===== config.mk =====
export PLATFORM = sky130hd
export DESIGN_NAME = acc_inval_issuer
export DESIGN_NICKNAME = d
export VERILOG_FILES = /design/src/rtl/acc_inval_issuer.sv
export SDC_FILE = /design/constraint.sdc
export NUM_CORES = 1
export LEC_CHECK = 0
export BUFFER_PORTS_ARGS = -buffer_cell sky130_fd_sc_hd__buf_2
export CORE_MARGIN = 8
export CORE_UTILIZATION = 60
export CTS_CLUSTER_SIZE = 30
export DETAILED_ROUTE_END_ITERATION = 6
export PLACE_DENSITY = 0.86
export SYNTH_ARGS = -nofsm -noshare
export SYNTH_HDL_FRONTEND = slang
export SYNTH_SLANG_ARGS = --single-unit

===== constraint.sdc =====
create_clock -name clk_i -period 9.95 [get_ports clk_i]
set_input_delay 0.4975 -clock clk_i [delete_from_list [all_inputs] [get_ports clk_i]]
set_output_delay 0.4975 -clock clk_i [all_outputs]
set_load 0.03 [all_outputs]

===== src/rtl/acc_inval_issuer.sv =====
// Accelerator-side invalidation issuer: turns accelerator store addresses into D$ line
// invalidations for the core. Optional line coalescing is enabled by ACC_INVAL_COALESCE_EN.
module acc_inval_issuer #(
    parameter int unsigned AddrWidth  = 64,
    parameter int unsigned LineOffset = 4,
    parameter int unsigned Depth      = 8
) (
    input  logic                     clk_i,
    input  logic                     rst_i,
    input  logic                     acc_cons_en_i,
    input  logic [AddrWidth-1:0]     wr_addr_i,
    input  logic                     wr_valid_i,
    output logic                     wr_ready_o,
    output logic [AddrWidth-1:0]     inval_addr_o,
    output logic                     inval_valid_o,
    input  logic                     inval_ready_i,
    output logic [$clog2(Depth):0]   pending_o,
    output logic                     idle_o
);

    localparam int unsigned PtrW = $clog2(Depth);
    localparam logic [AddrWidth-1:0] LineMask =
        {{(AddrWidth - LineOffset){1'b1}}, {LineOffset{1'b0}}};
    localparam logic [PtrW:0] DepthCnt = (PtrW + 1)'(Depth);

    typedef enum logic [1:0] {StIdle, StActive, StDrain} state_e;

    state_e                state_q, state_d;
    logic [AddrWidth-1:0]  mem_q [Depth];
    logic [AddrWidth-1:0]  mem_d [Depth];
    logic [PtrW-1:0]       wr_ptr_q, wr_ptr_d, rd_ptr_q, rd_ptr_d;
    logic [PtrW:0]         count_q, count_d;

    logic [AddrWidth-1:0]  line;
    logic                  full, empty, dup, ready_raw, push, pop;

    assign line  = wr_addr_i & LineMask;
    assign full  = (count_q == DepthCnt);
    assign empty = (count_q == '0);

`ifdef ACC_INVAL_COALESCE_EN
    logic [AddrWidth-1:0] tag_q, tag_d;
    logic                 tag_valid_q, tag_valid_d;

    assign dup = tag_valid_q && (line == tag_q);
`else
    assign dup = 1'b0;
`endif

    always_comb begin
        ready_raw = 1'b0;
        unique case (state_q)
            StIdle:   ready_raw = 1'b1;
            StActive: ready_raw = !full || dup;
            StDrain:  ready_raw = 1'b0;
            default:  ready_raw = 1'b0;
        endcase
    end

    // Handshakes are masked during reset so nothing completes in the reset cycle.
    assign wr_ready_o    = ready_raw && !rst_i;
    assign inval_valid_o = !empty && !rst_i;
    assign inval_addr_o  = empty ? '0 : mem_q[rd_ptr_q];
    assign pending_o     = count_q;
    assign idle_o        = (state_q == StIdle);

    assign push = (state_q == StActive) && wr_valid_i && wr_ready_o && !dup;
    assign pop  = inval_valid_o && inval_ready_i;

    always_comb begin
        state_d = state_q;
        unique case (state_q)
            StIdle:   if (acc_cons_en_i) state_d = StActive;
            StActive: if (!acc_cons_en_i) state_d = empty ? StIdle : StDrain;
            StDrain: begin
                if (acc_cons_en_i)  state_d = StActive;
                else if (empty)     state_d = StIdle;
            end
            default:  state_d = StIdle;
        endcase
    end

    always_comb begin
        mem_d    = mem_q;
        wr_ptr_d = wr_ptr_q;
        rd_ptr_d = rd_ptr_q;
        count_d  = count_q;
        if (push) begin
            mem_d[wr_ptr_q] = line;
            wr_ptr_d        = wr_ptr_q + PtrW'(1);
        end
        if (pop) begin
            rd_ptr_d = rd_ptr_q + PtrW'(1);
        end
        if (push && !pop) begin
            count_d = count_q + (PtrW + 1)'(1);
        end else if (pop && !push) begin
            count_d = count_q - (PtrW + 1)'(1);
        end
    end

`ifdef ACC_INVAL_COALESCE_EN
    // The tag tracks the newest entry; it is the head only when a single entry remains.
    always_comb begin
        tag_d       = tag_q;
        tag_valid_d = tag_valid_q;
        if (state_q == StActive && state_d != StActive) begin
            tag_valid_d = 1'b0;
        end else if (push) begin
            tag_d       = line;
            tag_valid_d = 1'b1;
        end else if (pop && count_q == (PtrW + 1)'(1)) begin
            tag_valid_d = 1'b0;
        end
    end

    always_ff @(posedge clk_i) begin
        if (rst_i) begin
            tag_q       <= '0;
            tag_valid_q <= 1'b0;
        end else begin
            tag_q       <= tag_d;
            tag_valid_q <= tag_valid_d;
        end
    end
`endif

    always_ff @(posedge clk_i) begin
        if (rst_i) begin
            state_q  <= StIdle;
            wr_ptr_q <= '0;
            rd_ptr_q <= '0;
            count_q  <= '0;
        end else begin
            state_q  <= state_d;
            wr_ptr_q <= wr_ptr_d;
            rd_ptr_q <= rd_ptr_d;
            count_q  <= count_d;
        end
    end

    always_ff @(posedge clk_i) begin
        mem_q <= mem_d;
    end

endmodule


# [Word level (Yosys, flattened, before mapping)]
# Cells that the tools add are included.
[word_totals] ff_bits=524 inputBits=69 out_inout_bits=71 wordCells=60
[classes] n_addsub=4 n_lt_le_gt_ge=3 n_eq_ne=6 muxes=16 bitwise_logic=2 reduce_logical=17
[ops] operator="bitwise mux 512 bit" n=1
[ops] operator="2-to-1 mux 64 bit" n=4
[ops] operator="binary-select mux 64 bit (select 3 bit)" n=1
[ops] operator="demux 64 bit (select 3 bit)" n=1
[ops] operator="2-to-1 mux 2 bit" n=5
[ops] operator="greater-or-equal comparator 4 bit (second input constant)" n=2
[ops] operator="logical AND 1 bit" n=8
[ops] operator="2-to-1 mux 4 bit" n=2
[ops] operator="inverter 3 -> 4 bit" n=2
[ops] operator="adder 3 x 1 -> 3 bit (second input constant)" n=2
[ops] operator="case mux 2 bit (3 select lines)" n=1
[ops] operator="logical NOT 1 bit" n=5
[ops] operator="adder 4 x 1 -> 4 bit (second input constant)" n=1
[ops] operator="== test 4 bit (second input constant)" n=1
[ops] operator="logical NOT 4 bit" n=1
[ops] operator="< comparator 4 x 1 -> 1 bit (second input constant)" n=1
[ops] operator="inequality test 2 bit (second input constant)" n=2
[ops] operator="subtractor 4 x 1 -> 4 bit (second input constant)" n=1
[ops] operator="inequality test 3 bit (second input constant)" n=1
[ops] operator="AND reduction 3 bit" n=1
[ops] operator="== test 2 x 1 -> 1 bit (second input constant)" n=1
[ops] operator="== test 2 bit (second input constant)" n=1
[ops] operator="logical NOT 2 bit" n=1
[ops] operator="case mux 1 bit (2 select lines)" n=1
[ops] operator="nonzero test 2 bit" n=1

# [Logic depth before layout (Yosys ltp)]
# Gate-level depths: netlist of run 1.
[depth] word_depth=9 ltp_mapped=10 mapped_depth_nobuf=10

# [Worst setup path after synthesis of run 1]
# OpenSTA, ideal clock, no wires.
[synth_path] path_type="register to register" start="register count_q[0] (netlist: pending_o[0])" end="register mem_q[452] (netlist bit) (enable)" setup_ps=552 arrival_time_ps=5233 required_time_ps=9398 setup_slack_ps=4166 stages_incl_launch_ff=5 n_path_buf=0 path_cell_list="dfxtp_1 or3_1 o211a_1 nand2b_1 nor3_1"
[synth_between] elab_chain_cells=5
[synth_rtl] item="start: declaration" line_no="32" text="logic [PtrW:0] count_q, count_d;"
[synth_rtl] item="start signal: assignment" line_no="138" text="count_q <= count_d;"
[synth_rtl] item="== test 4 bit" line_no="38" text="assign full = (count_q == DepthCnt);"
[synth_rtl] item="logical NOT 1 bit" line_no="54" text="StActive: ready_raw = !full || dup;"
[synth_rtl] item="case mux 1 bit (2 select lines)" line_no="52" text="unique case (state_q)"
[synth_rtl] item="logical AND 1 bit" line_no="61" text="assign wr_ready_o = ready_raw && !rst_i;"
[synth_rtl] item="logical AND 1 bit" line_no="67" text="assign push = (state_q == StActive) && wr_valid_i && wr_ready_o && !dup;"
[synth_rtl] item="net push" line_no="35" text="logic full, empty, dup, ready_raw, push, pop;"
[synth_rtl] item="end signal: assignment" line_no="143" text="mem_q <= mem_d;"
[synth_rtl] item="end: declaration" line_no="29" text="logic [AddrWidth-1:0] mem_q [Depth];"
# The timed path passes the listed nets, and every way through them passes these cells.
# A chain may end at the register's enable or synchronous reset.

# [Final worst setup path of run 1]
[layout_path] start="register rd_ptr_q[1]" end="output inval_addr_o[49]"
[layout_between] elab_chain_cells=5
[layout_rtl] item="start: declaration" line_no="31" text="logic [PtrW-1:0] wr_ptr_q, wr_ptr_d, rd_ptr_q, rd_ptr_d;"
[layout_rtl] item="start signal: assignment" line_no="137" text="rd_ptr_q <= rd_ptr_d;"
[layout_rtl] item="inverter 3 -> 4 bit (not written as such)" line_no="63" text="assign inval_addr_o = empty ? '0 : mem_q[rd_ptr_q];"
[layout_rtl] item="binary-select mux 64 bit (select 3 bit)" line_no="63"
[layout_rtl] item="2-to-1 mux 64 bit (not written as such) (2 in a row)" line_no="63"
[layout_rtl] item="2-to-1 mux 64 bit" line_no="63"
[layout_rtl] item="end: declaration" line_no="14" text="output logic [AddrWidth-1:0] inval_addr_o,"
# Every way passes these cells. The select of a mux whose other input is x is not followed.

==> results of run 1 <==
kinds of logic (layout without fill, tap and decap cells):
family	Yosys count	after routing	synth area share, %
compound gates	9	9	0.298
xor+xnor	7	7	0.324
simple gates	99	99	2.17
mux	184	184	17.7
buf+inv	48	235	1.55
flops	492	492	77.5
other cells	1	6	0.0198
fa+ha+maj	6	6	0.437
synth_stat cells (2+ instances only):
cell,n
a21oi_1,2
nor2_1,81
buf_4,5
mux2i_1,63
nand2b_1,3
buf_1,3
o21ai_1,2
xor2_1,5
inv_1,2
buf_2,14
xnor2_1,2
nand2_1,5
nor3_1,2
ha_1,5
buf_6,10
dfxtp_1,12
mux4_2,120
clkbuf_1,13
edfxtp_1,480
power by group through the flow:
stage,Clock [W],Combinational (W),Sequential (W)
floorplan,0,0.000715,0.00235
global placement,0,0.000901,0.00238
detailed placement,0,0.000917,0.00238
CTS,0.00176,0.000923,0.00233
global route,0.00183,0.000969,0.00234
finish,0.00173,0.000905,0.00233
state kept, by name, indices dropped and copies added (netlist names):
name       flops
pending_o      4
rd_ptr_q       3
wr_ptr_q       3
mem_q        480
state_q        2
critical path, cell delays in order (launching register included):
cell     delay [ns]
dfxtp_4        0.93
buf_4          0.83
mux4_2         0.35
mux2i_1        0.07
nor2_1         0.29
buf_2          0.27
per-stage QoR:
step,util (%),power [W],std cells,cell area (sq um)
6_report,68.7,0.00497,1440,21500
4_1_cts,68.7,0.00502,1438,21500
5_1_grt,68.7,0.00514,1440,21500
3_5_place_dp,63.9,0.00329,1353,20000
3_3_place_gp,63.9,0.00328,1353,20000
2_1_floorplan,-,0.00306,849,18900
how the worst max path moves through the flow:
stage	from	cells after the start	to	slack, ns
after floorplan	pending_o[0]$_SDFFE_PP0P_	4	mem_q[452]$_DFFE_PP_	4.17
after global placement	rd_ptr_q[1]$_SDFFE_PP0P_	5	inval_addr_o[49]	6.60
after global routing	rd_ptr_q[0]$_SDFFE_PP0P_	5	inval_addr_o[49]	5.86
after CTS	rd_ptr_q[1]$_SDFFE_PP0P_	5	inval_addr_o[49]	6.03
final	rd_ptr_q[1]$_SDFFE_PP0P_	5	inval_addr_o[49]	6.10
after detailed placement	rd_ptr_q[1]$_SDFFE_PP0P_	5	inval_addr_o[49]	6.63
metal layers:
| layer | global-route usage, % | vias to the layer above |
|---|---|---|
| li1 | - | 3791 |
| met1 | 25.0 | 4601 |
| met2 | 34.2 | 306 |
| met3 | 3.78 | 82 |
| met4 | 7.04 | 8 |
| met5 | 0 | - |
layout make-up:
| type | count | area (sq um) | area share, % |
|---|---|---|---|
| Multi-Input combinational cell | 309 | 4030 | 18.7 |
| Clock buffer | 56 | 1250 | 5.82 |
| Inverter | 2 | 7.51 | 0.0349 |
| Sequential cell | 492 | 14700 | 68.2 |
| Antenna cell | 2 | 5.00 | 0.0233 |
| Tap cell | 402 | 503 | 2.34 |
| Timing Repair Buffer | 148 | 783 | 3.64 |
| Clock inverter | 29 | 267 | 1.24 |
==> metrics.yaml, run 1 <==
run_status:
  status: "complete, no violations"
sta:
  setup_viol: 0
  slew_headroom_pct: 35.7
  tightest_slew_ns: 0.964
  clock.fmax_mhz: 260
  setup_tns_ns: 0
  period_share_pct: 38.7
  fin_hold_ws_ns: 0.136
  hold_violations: 0
  worst_slack_ns: 6.10
  period_minus_slack_ns: 3.85
  rsz0062_at_grt: "false"
  fin_skew_ns: 0.0232
  drv_slew: 0
power_and_ir_drop:
  vdd_drop_max_v: 0.000214
  power.share.sequential_pct: 46.9
  internal_power_w: 0.00365
  switching_share_pct: 26.6
  comb_power_share_pct: 18.2
  powerDensity_nw_per_um2: 231
  power_switching_w: 0.00132
  p_leak_nw: 6.87
  p_clk_share_pct: 34.9
detailed_routing:
  wire_per_inst_microns: 25.8
  dr.pass1.iters: 5
  met2_length_microns: 19400
  wirelength_microns: 37100
  vias_per_cell: 6.10
  drtIter0Drc: 663
  vias: 8788
  drcViolationCount: 0
  met3_length_microns: 2160
  ant_nets: 0
  drt-met1-wl_microns: 14600
  dr.max_layer_used: "met5"
setup_path:
  r2r-start: "pending_o[3]$_SDFFE_PP0P_"
  crit_path_start_kind: "flip-flop"
  ff2ff_setup_slack_ns: 6.75
  r2r-end: "pending_o[3]$_SDFFE_PP0P_"
  path_max_fanout: 62
  setup.worst_path.end_class: "output pin"
  crit_type: "reg -> out"
  required_ns: 9.45
  ff2ff_path_depth: 11
  worstPathArrival_ns: 3.36
floorplanning:
  rows: 65
  fp.dieW_microns: 194
  core-area_sq_um: 31300
  io_pins: 140
  start_util_pct: 60.4
  die_h_microns: 194
  die-area_sq_um: 37400
logic_synthesis:
  synth.area.top_cells: "edfxtp_1, mux4_2, mux2i_1"
  synth_top_area_share_pct: 76.2
  synth_edf_count: 480
  yosysUniqueCellTypes: 36
  ys_seq_elements: 492
  synth_top_area_cell: "edfxtp_1"
  ys_warn_count: 0
  syn_area_sq_um: 18900
  synthArstFlopShare_pct: 0
  syn-instance-count: 846
  synth_top_flop_cell: "edfxtp_1"
  ys_seq_area_share_pct: 77.5
  syn_area_per_cell_sq_um: 22.3
grt:
  antenna_found_initial: 6
  overflow: 0
  grt_start_max_net_pins: 64
  grt_pass1_vias: 9382
  grt.total_usage_pct: 19.8
  grt_pass1_wl_microns: 56400
place:
  gp_congestion: 0.719
  place_hpwl_microns: 20000
  io_buffers: 131
  dp_slack_ns: 6.63
cells_and_area:
  area_delta_synth_final_pct: 13.8
  nets: 1075
  final_common_cell: "edfxtp_1"
  nFillCells: 1824
  drive_above_1_share_pct: 34.0
  layout_common_cells: "edfxtp_1, buf_2, mux4_2"
clocking:
  cts_tree: "yes"
  postCtsSetupBuffers: 0
  root_buffer: "clkbuf_16"
  cts-buffers-inserted: 47
  cts_num_sinks: 492
  clock_latency_ns: 0.55
  postCtsHoldBufs: 0
  ctsResizeCount: 0
  clk_path_buf_depth: 3
  cts_max_level: 2
  cts.clk_slew.worst_paths_ns: 0.06
hold_path:
  min_path_cells: 2
  hold_class: "in -> reg"
  min_from: "acc_cons_en_i"
  holdPathEnd: "state_q[1]$_SDFFE_PP0P_"
run:
  maxCapViolCount: 0
Note: power is estimated with default switching activity, not from simulation.
==> inputs of run 2 (changes only) <==
--- a/config.mk
+++ b/config.mk
@@ -7,10 +7,10 @@
 export LEC_CHECK = 0
 export BUFFER_PORTS_ARGS = -buffer_cell sky130_fd_sc_hd__buf_2
 export CORE_MARGIN = 8
-export CORE_UTILIZATION = 60
+export CORE_UTILIZATION = 54
 export CTS_CLUSTER_SIZE = 30
 export DETAILED_ROUTE_END_ITERATION = 6
-export PLACE_DENSITY = 0.86
+export PLACE_DENSITY = 0.82
 export SYNTH_ARGS = -nofsm -noshare
 export SYNTH_HDL_FRONTEND = slang
 export SYNTH_SLANG_ARGS = --single-unit
==> constraint.sdc (replaced) <==
create_clock -name clk_i -period 3.3 [get_ports clk_i]
set_input_delay 0.165 -clock clk_i [delete_from_list [all_inputs] [get_ports clk_i]]
set_output_delay 0.165 -clock clk_i [all_outputs]
set_load 0.03 [all_outputs]
==> metrics.yaml, run 2 (same netlist as run 1, synthesis figures left out) <==
run_status:
  status: "complete, no violations"
setup_path:
  r2r-start: "pending_o[0]$_SDFFE_PP0P_"
  max_stage_delay_ns: 0.76
  crit_type: "reg -> out"
  path_max_fanout: 39
  worstPathArrival_ns: 2.59
  crit_path_start_kind: "flip-flop"
  endpoint: "inval_addr_o[19]"
  ff2ff_path_depth: 9
  worstSetupStartpoint: "rd_ptr_q[1]$_SDFFE_PP0P_"
  setup.worst_path.end_class: "output pin"
  r2r-end: "pending_o[3]$_SDFFE_PP0P_"
  required_ns: 3.13
  crit_chain: "buf_4 -> mux4_2 -> mux2i_1 -> nor2_1 -> buf_2"
  crit_slowest_cell: "dfxtp_4"
  ff2ff_setup_slack_ns: 0.57
clocking:
  clk_path_buf_depth: 3
  cts_num_sinks: 492
  cts_tree: "yes"
  postCtsSetupBuffers: 0
  cts.clk_slew.worst_paths_ns: 0.06
  clock_latency_ns: 0.55
  cts-buffers-inserted: 47
  ctsResizeCount: 0
  root_buffer: "clkbuf_16"
  cts_max_level: 2
sta:
  setup_tns_ns: 0
  drv_slew: 0
  hold_violations: 0
  slew_headroom_pct: 41.7
  fin_skew_ns: 0.0107
  fin_hold_ws_ns: 0.219
  worst_slack_ns: 0.549
  clock.fmax_mhz: 364
  period_share_pct: 83.4
  period_minus_slack_ns: 2.75
  rsz0062_at_grt: "false"
  tightest_slew_ns: 0.874
  setup_viol: 0
detailed_routing:
  dr.pass1.iters: 5
  drcViolationCount: 0
  wire_per_inst_microns: 24.0
  vias: 9019
  drtIter0Drc: 552
  vias_per_cell: 5.76
  ant_nets: 0
  wirelength_microns: 37700
place:
  io_buffers: 131
  place_hpwl_microns: 20700
  gp_congestion: 0.738
  dp_slack_ns: 0.582
cells_and_area:
  nets: 1151
  layout_common_cells: "edfxtp_1, buf_2, mux4_2"
  area_delta_synth_final_pct: 18.3
  top_register: "mem_q"
  largest_register_ff_count: 480
  drive_above_1_share_pct: 31.9
  final_common_cell: "edfxtp_1"
grt:
  antenna_found_initial: 1
  overflow: 0
  grt_pass1_wl_microns: 57400
  grt_start_max_net_pins: 63
  grt.total_usage_pct: 18.3
  grt_pass1_vias: 9661
hold_path:
  min_path_cells: 5
  hold_class: "in -> reg"
floorplanning:
  rows: 68
  io_pins: 140
  die-area_sq_um: 41300
  start_util_pct: 54.7
  core-area_sq_um: 34500
  die_h_microns: 203
  fp.dieW_microns: 203
power_and_ir_drop:
  vdd_drop_max_v: 0.000647
  p_leak_nw: 7.20
  powerDensity_nw_per_um2: 668
  totalPowerFinal_w: 0.0149
run:
  maxCapViolCount: 0
[run 2: where the power goes]
group | total, W | internal [W] | switching [W]
Combinational | 0.00289 | 0.00117 | 0.00172
Clock | 0.00505 | 0.00292 | 0.00213
Sequential | 0.00700 | 0.00689 | 0.000105
[run 2: what timing repair did]
action | in CTS | in global routing
hold buffers | 64 | 0
endpoints found under the hold margin | 491 | 0
setup endpoints to repair | 0 | 0
[run 2: cell type report]
type,instances,area [sq um]
Timing Repair Buffer,224,1630
Inverter,2,7.51
Multi-Input combinational cell,309,4050
Clock buffer,57,1210
Sequential cell,492,14700
Antenna cell,1,2.50
Tap cell,455,569
Clock inverter,26,230
Fill cell,2272,12200
[run 2: how the worst min path moves through the flow]
stage          slack (ns)                        to     startpoint
4_1_cts              0.19  wr_ptr_q[2]$_SDFFE_PP0P_     wr_valid_i
5_1_grt              0.25  wr_ptr_q[2]$_SDFFE_PP0P_     wr_valid_i
3_5_place_dp         0.35   state_q[1]$_SDFFE_PP0P_  acc_cons_en_i
2_1_floorplan        0.24   state_q[1]$_SDFFE_PP0P_          rst_i
3_3_place_gp         0.34   state_q[1]$_SDFFE_PP0P_  acc_cons_en_i
6_report             0.22  wr_ptr_q[2]$_SDFFE_PP0P_     wr_valid_i
[run 2: layer usage]
metal / vias up / GRT usage [%] / routed length (microns)
li1: 3952 / - / -
met1: 4768 / 24.2 / 15900
met2: 254 / 31.0 / 19100
met3: 45 / 3.52 / 2050
met4: 0 / 4.71 / 614
met5: - / 0 / 0
[run 2: through the flow]
| stage | area, sq um | cells | util, % |
|---|---|---|---|
| finish | 22400 | 1566 | 64.7 |
| global route | 22400 | 1566 | 64.7 |
| CTS | 22400 | 1565 | 64.7 |
| detailed placement | 20300 | 1418 | 58.7 |
| global placement | 20300 | 1418 | 58.7 |
| floorplan | 18900 | 849 | - |
[run 2: worst max-delay path, delay by kind of cell, from the launching register on]
family	cells	cell delay, ns
AND/OR/NAND/NOR	1	0.09
buffers and inverters	2	0.64
multiplexers	2	0.53
flip-flops	1	0.76
==> inputs of run 3 (changes only) <==
--- a/config.mk
+++ b/config.mk
@@ -7,10 +7,10 @@
 export LEC_CHECK = 0
 export BUFFER_PORTS_ARGS = -buffer_cell sky130_fd_sc_hd__buf_2
 export CORE_MARGIN = 8
-export CORE_UTILIZATION = 54
+export CORE_UTILIZATION = 60
 export CTS_CLUSTER_SIZE = 30
 export DETAILED_ROUTE_END_ITERATION = 6
-export PLACE_DENSITY = 0.82
+export PLACE_DENSITY = 0.86
 export SYNTH_ARGS = -nofsm -noshare
 export SYNTH_HDL_FRONTEND = slang
 export SYNTH_SLANG_ARGS = --single-unit
==> constraint.sdc (replaced) <==
create_clock -name clk_i -period 2.7 [get_ports clk_i]
set_input_delay 0.135 -clock clk_i [delete_from_list [all_inputs] [get_ports clk_i]]
set_output_delay 0.135 -clock clk_i [all_outputs]
set_load 0.03 [all_outputs]
==> metrics.yaml, run 3 (same netlist as run 1, synthesis figures left out) <==
run_status:
  status: "complete, no violations"
sta:
  period_minus_slack_ns: 2.58
  period_share_pct: 95.6
  clock.fmax_mhz: 388
  hold_violations: 0
  fin_hold_ws_ns: 0.203
  fin_skew_ns: 0.0230
  drv_slew: 0
  rsz0062_at_grt: "false"
  setup_viol: 0
  slew_headroom_pct: 40.7
  tightest_slew_ns: 0.889
cells_and_area:
  largest_register_ff_count: 480
  area_delta_synth_final_pct: 18.6
  nets: 1154
  fin_cells: 1517
  fin_util_pct: 71.6
  layout_common_cells: "edfxtp_1, buf_2, mux4_2"
  n_antenna_cell: 0
  final_common_cell: "edfxtp_1"
  top_register: "mem_q"
  nFillCells: 1782
  fin_area_sq_um: 22400
  drive_above_1_share_pct: 33.1
place:
  gp_congestion: 0.736
  io_buffers: 131
  dpl_cell_area_sq_um: 20300
  dp_cells: 1365
  place_hpwl_microns: 20600
detailed_routing:
  dr.max_layer_used: "met4"
  vias_per_cell: 6.09
  drt-met1-wl_microns: 15600
  drtIter0Drc: 775
  wirelength_microns: 38800
  drcViolationCount: 0
  met3_length_microns: 2620
  met2_length_microns: 19700
  dr.pass1.iters: 6
  wire_per_inst_microns: 25.6
  vias: 9243
  ant_nets: 0
floorplanning:
  rows: 65
  start_util_pct: 60.4
  io_pins: 140
  die_h_microns: 194
  core-area_sq_um: 31300
  die-area_sq_um: 37400
  fp.dieW_microns: 194
setup_path:
  critPathTopFamily: "flip-flops"
  worstPathArrival_ns: 2.45
  setup.worst_path.end_class: "output pin"
  max_stage_delay_ns: 0.67
  crit_slowest_cell: "dfxtp_4"
  worst-path-buf-inv: 2
  crit_chain: "buf_12 -> mux4_2 -> mux2i_1 -> nor2_1 -> buf_2"
  required_ns: 2.57
  path_max_fanout: 34
  crit_path_start_kind: "flip-flop"
  crit_type: "reg -> out"
grt:
  antenna_found_initial: 0
  grt_pass1_wl_microns: 58300
  grt.total_usage_pct: 20.5
  overflow: 0
  grt_start_max_net_pins: 63
  grt_pass1_vias: 9631
clocking:
  cts-buffers-inserted: 47
  cts_num_sinks: 492
  cts_max_level: 2
  root_buffer: "clkbuf_16"
  cts.clk_slew.worst_paths_ns: 0.06
  clk_path_buf_depth: 3
  cts_tree: "yes"
  clock_latency_ns: 0.54
power_and_ir_drop:
  power.share.sequential_pct: 46.3
  totalPowerFinal_w: 0.0184
  power_switching_w: 0.00490
  p_clk_share_pct: 33.8
  internal_power_w: 0.0135
  switching_share_pct: 26.6
  powerDensity_nw_per_um2: 822
  comb_power_share_pct: 19.9
  vdd_drop_max_v: 0.000746
  p_leak_nw: 7.24
run:
  maxCapViolCount: 0
hold_path:
  hold_class: "in -> reg"
run 3: worst min-delay path, cell delays in order:
cell	delay, ns
buf_2	0.10
and3b_1	0.20
o211ai_1	0.13
xor2_1	0.08
nor2_1	0.07
run 3: path summary, 6_finish.rpt:
check / depth (start not counted) / end / slack (ns) / from
min: 5 / wr_ptr_q[2]$_SDFFE_PP0P_ / 0.20 / wr_valid_i
max: 5 / inval_addr_o[16] / 0.12 / rd_ptr_q[1]$_SDFFE_PP0P_
max reg2reg: 9 / pending_o[3]$_SDFFE_PP0P_ / 0.15 / pending_o[2]$_SDFFE_PP0P_
min reg2reg: 2 / state_q[0]$_SDFFE_PP0P_ / 0.55 / state_q[1]$_SDFFE_PP0P_
run 3: layer usage:
layer | vias to the layer above | global-route usage (%)
met5 | - | 0
met4 | 0 | 6.33
met3 | 71 | 3.23
met2 | 436 | 34.8
met1 | 4774 | 27.4
li1 | 3962 | -
run 3: what timing repair did:
item / 4_1_cts / 5_1_grt
endpoints found under the setup margin: 3 / 1
gates resized for setup: 0 / 1
setup buffers: 3 / 0
cloned: 0 / 0
hold buffers: 64 / 0
hold endpoints to repair: 491 / 0
run 3: through the flow:
step	setup TNS, ns	setup slack [ns]
6_report	0	0.120
5_1_grt	0	0.0117
4_1_cts	0	0.0694
3_5_place_dp	0	0.130
3_3_place_gp	0	0.213
2_1_floorplan	-65.99	-0.168
run 3: cell type report:
class	count	area, sq um	area share, %
inverter	2	7.51	0.0335
clock buffer	58	1220	5.43
sequential	492	14700	65.5
tap	402	503	2.24
multi-input combinational	309	4080	18.2
clock inverter	27	241	1.08
timing repair buffer	227	1690	7.52
run 3: power by group through the flow:
| stage | Sequential [W] | Clock [W] | Combinational, W |
|---|---|---|---|
| after detailed placement | 0.00871 | 0 | 0.00355 |
| after global routing | 0.00853 | 0.00658 | 0.00391 |
| after global placement | 0.00870 | 0 | 0.00350 |
| final | 0.00852 | 0.00623 | 0.00367 |
| after floorplan | 0.00865 | 0 | 0.00264 |
| after CTS | 0.00852 | 0.00631 | 0.00373 |
